==> src/rtl/mult_sweep_operand_gen.sv <==
// Exhaustive operand counter: b is the low half of {a,b}, so it increments fastest.
module mult_sweep_operand_gen #(
  parameter int unsigned WIDTH_A = 2,
  parameter int unsigned WIDTH_B = 2
) (
  input  logic               i_clk,
  input  logic               i_rst_n,
  input  logic               i_clear,
  input  logic               i_advance,
  output logic [WIDTH_A-1:0] o_a,
  output logic [WIDTH_B-1:0] o_b,
  output logic               o_last
);

  localparam int unsigned W = WIDTH_A + WIDTH_B;

  logic [W-1:0] r_ab;

  always_ff @(posedge i_clk or negedge i_rst_n) begin
    if (!i_rst_n) begin
      r_ab <= '0;
    end else if (i_clear) begin
      r_ab <= '0;
    end else if (i_advance) begin
      r_ab <= r_ab + W'(1);
    end
  end

  assign o_a    = r_ab[W-1:WIDTH_B];
  assign o_b    = r_ab[WIDTH_B-1:0];
  assign o_last = &r_ab;

endmodule

==> config.mk <==
export PLATFORM = sky130hd
export DESIGN_NAME = mult_sweep_operand_gen
export DESIGN_NICKNAME = d
export VERILOG_FILES = /design/src/rtl/mult_sweep_operand_gen.sv
export SDC_FILE = /design/constraint.sdc
export NUM_CORES = 1
export LEC_CHECK = 0
export CORE_AREA = 2 2 39 41
export DETAILED_ROUTE_END_ITERATION = 6
export DIE_AREA = 0 0 41 43
export SYNTH_ARGS = -nofsm -noshare
export SYNTH_HDL_FRONTEND = slang
export SYNTH_SLANG_ARGS = --single-unit
export TNS_END_PERCENT = 5
==> constraint.sdc <==
create_clock -name i_clk -period 0.9 [get_ports i_clk]
set_input_delay 0.09 -clock i_clk [delete_from_list [all_inputs] [get_ports i_clk]]
set_output_delay 0.09 -clock i_clk [all_outputs]
set_load 0.05 [all_outputs]
== Yosys cells after proc, flatten, opt, wreduce, memory -nomap -nowiden ==
Index checks and enable logic that the tools add are counted.

* Flip-flop bits (word level): 4

* Muxes and demuxes: 2
* Reduce and logical (&&, ||, !) cells: 2
* $add $sub $neg: 1

{| class="wikitable"
|+ Operators with widths
! operator !! count
|-
| $mux 4 || 2
|-
| $add 4x1->4 const B || 1
|-
| $reduce_and 4->1 || 1
|-
| $reduce_bool 2->1 || 1
|}

== Logic depth before layout (Yosys ltp) ==
* Depth after elaboration: 3
* Mapped depth: 3
* Depth with buffers taken out: 3

== Least setup slack after synthesis ==
Ideal clock, no wire load.

* Path kind: flip-flop to output port
* Start point: register r_ab[0]
* End point: output o_last
* Required time: 0.810 ns
* Arrival time: 1.373 ns
* Setup slack: -0.563 ns
* Stages on the path, launching flop included: 3
* Buffers on the path: 0
* Cells stage by stage: dfrtp_1 > ha_1 > and3_1

* Cells in the longest elaborated chain, start to end: 1

{| class="wikitable"
|+ RTL lines
! item !! line !! RTL
|-
| start, declared || 17 || <nowiki>logic [W-1:0] r_ab;</nowiki>
|-
| start signal, assigned || 25 || <nowiki>r_ab <= r_ab + W'(1);</nowiki>
|-
| $reduce_and 4->1 || 31 || <nowiki>assign o_last = &r_ab;</nowiki>
|-
| end, declared || 12 || <nowiki>output logic o_last</nowiki>
|}

Every way passes these cells.

== Worst setup path after layout ==
* Start point: register r_ab[1]
* End point: output o_last

The elaborated chain is that of the path after synthesis.

==> results.toml <==
[outcome]
status = "finished, violations left"
violations = "negative setup slack"

[synthesis]
synthCells = 17
yosys_register_bits = 4
avgSynthCellArea_um2 = 11.7
ys_seq_area_share_pct = 50.3
synth_cell_type_count = 12
synth_top_area_cell = "dfrtp_1"
syn_area_um2 = 199
synth-edff-count = 0
ys_warn_count = 0
synthTopCellsByArea = "dfrtp_1, mux2_4, ha_1"
yosys-top-cells-count = "dfrtp_1, nor2_1"
synth_top_area_share_pct = 50.3
ys.flop_type = "dfrtp_1"
async_reset_ff_share_pct = 100
yosysMostFrequentCell = "dfrtp_1"
syn_nets = 22

[detailed_routing]
drt_pass1_iterations = 1
wirelength_um = 543
drt_iter0_drc = 0
drcViolationCount = 0
vias = 206
drtAntennaViolNets = 0
viasPerCell = 3.81
wl_per_cell_um = 10.1

[setup_path]
crit_chain = "ha_4 -> and3_4 -> buf_12"
critPathMaxFanout = 3
slowest_delay_ns = 0.42
startpoint_type = "flop"
crit_required_ns = 0.81
worstSetupEndpointType = "output pin"
arrival_ns = 1.11
reg2reg_slack_ns = -0.18
slowest_stage = "dfrtp_2"
crit_type = "flop to output pin"

[final_layout]
diodes = 0
fin_util_pct = 35.0
finalNonFillerCells = 54
final_nets = 45
top_regs = "r_ab (4)"
drive_gt1_share_pct = 73.7
regMostFlops = "r_ab"
largest_reg_flops = 4
area_growth_pct = 143

[pwr]
power_frac_comb_pct = 29.7
powerDensity_nw_per_um2 = 1280
power.internal_w = 0.000445
p_clk_share_pct = 37.8
p_seq_share_pct = 32.5
power.switching_w = 0.000174
swShare_pct = 28.1
p_leak_nw = 0.216
peakVddDrop_mv = 0.361

[clock_network]
clk_pin_slew_ns = 0.04
cts_tree = "built"
cts_made_buffers = 3
numClockSinks = 4
clockBufferDepth = 2
htreeDepth = 1
clk_latency_ns = 0.24
cts-root-buf = "clkbuf_4"

[floorplan]
num_rows = 14
core-area_um2 = 1380
dieArea_um2 = 1760
pin_count = 9
die_height_um = 43
die_w_um = 41
initial_core_util_pct = 14.4

[global_route]
antenna_found_initial = 0
grtUsageTotal_pct = 8.67
grt_pass1_vias = 242
grt_max_degree = 5
grt_pass1_wl_um = 931
overflow = 0

[placed_design]
place_congestion = 0.727
detailed_place_hpwl_um = 380
place_inst = 49
portBuffers = 8

[timing]
fin_ws_ns = -0.303
maxSlewViolCount = 0
relSlewSlack_pct = 86.3
final_hold_viol_count = 0
finalSetupViolCount = 9
layout_worst_path_cycle_share_pct = 134
rsz0062_at_grt = "true"
tightest_slew_ns = 0.205
layout_min_cycle_time_ns = 1.20
skew_ns = 0.00356
fmax_mhz = 831

[min_path]
holdCritPathClass = "input pin to asynchronous set/reset pin"

[run]
maxCapViolations = 0
-- placed cells by master (no fill, tap or decap), drive strengths merged --
master	n
xnor2	1
mux2i	1
nor2	3
clkdlybuf4s50	3
nor2b	1
clkbuf	3
buf	15
and3	1
dfrtp	4
ha	1
a21bo	1
nand3b	1
a21oi	1
mux2	1
nand4	1
-- area by class of cell --
class                           instances  area (µm²)
Fill cell                             136         900
Timing Repair Buffer                   18         209
Multi-Input combinational cell         13         128
Sequential cell                         4         105
Clock buffer                            3        22.5
Tap cell                               16        20.0
-- repair_timing --
action | 4_1_cts | 5_1_grt
setup endpoints to repair | 8 | 9
resized for setup | 4 | 0
setup buffers | 2 | 0
hold buffers | 0 | 0
pin swaps | 1 | 0
-- worst paths after layout --
path                            to    start  depth (start not counted)
setup reg to reg           r_ab[3]  r_ab[1]                          3
min in group i_clk         r_ab[2]  i_clear                          3
hold reg to reg            r_ab[1]  r_ab[0]                          3
max in group asynchronous  r_ab[0]  i_rst_n                          1
setup / recovery            o_last  r_ab[1]                          3
hold / removal             r_ab[2]  i_rst_n                          1
-- cell families (layout without fill, tap and decap cells) --
family | after synthesis | in the layout | share of synthesized area, %
compound gates | 2 | 2 | 7.54
xor+xnor | 1 | 1 | 4.40
fa+ha+maj | 1 | 1 | 6.29
buf+inv | 0 | 21 | 0
flops | 4 | 4 | 50.3
mux | 2 | 2 | 12.6
simple gates | 7 | 7 | 18.9
-- routing by layer --
layer | wire, µm | vias up | global-route usage, %
li1 | - | 102 | -
met1 | 232 | 93 | 9.12
met2 | 253 | 9 | 11.6
met3 | 48 | 2 | 3.14
met4 | 9 | 0 | 10.0
met5 | 0 | - | 0
-- power by group through the flow --
stage	combinational, W	clock (W)	sequential, W
after floorplan	0.0000219	0	0.000237
after global placement	0.000154	0	0.000204
after detailed placement	0.000156	0	0.000204
after CTS	0.000182	0.000244	0.000201
after global routing	0.000196	0.000250	0.000202
final	0.000184	0.000234	0.000201
-- through the flow --
stage	total power, W	setup WS [ns]	hold slack [ns]	TNS (ns)	instance area, µm²
2_1_floorplan	0.000259	-0.229	-0.206	-0.880	211
3_3_place_gp	0.000357	-0.225	0.318	-0.746	422
3_5_place_dp	0.000360	-0.239	0.316	-0.778	422
4_1_cts	0.000628	-0.307	0.0613	-1.46	484
5_1_grt	0.000648	-0.322	0.0786	-1.69	484
6_report	0.000619	-0.303	0.0626	-1.44	484
-- worst max-delay path, delay by kind of cell (launching register included) --
kind	cells	cell delay, ns
adders and majority gates	1	0.17
DFF	1	0.42
and+or+nand+nor	1	0.15
buffers and inverters	1	0.14
No activity file was read; power rests on OpenSTA's default activity.
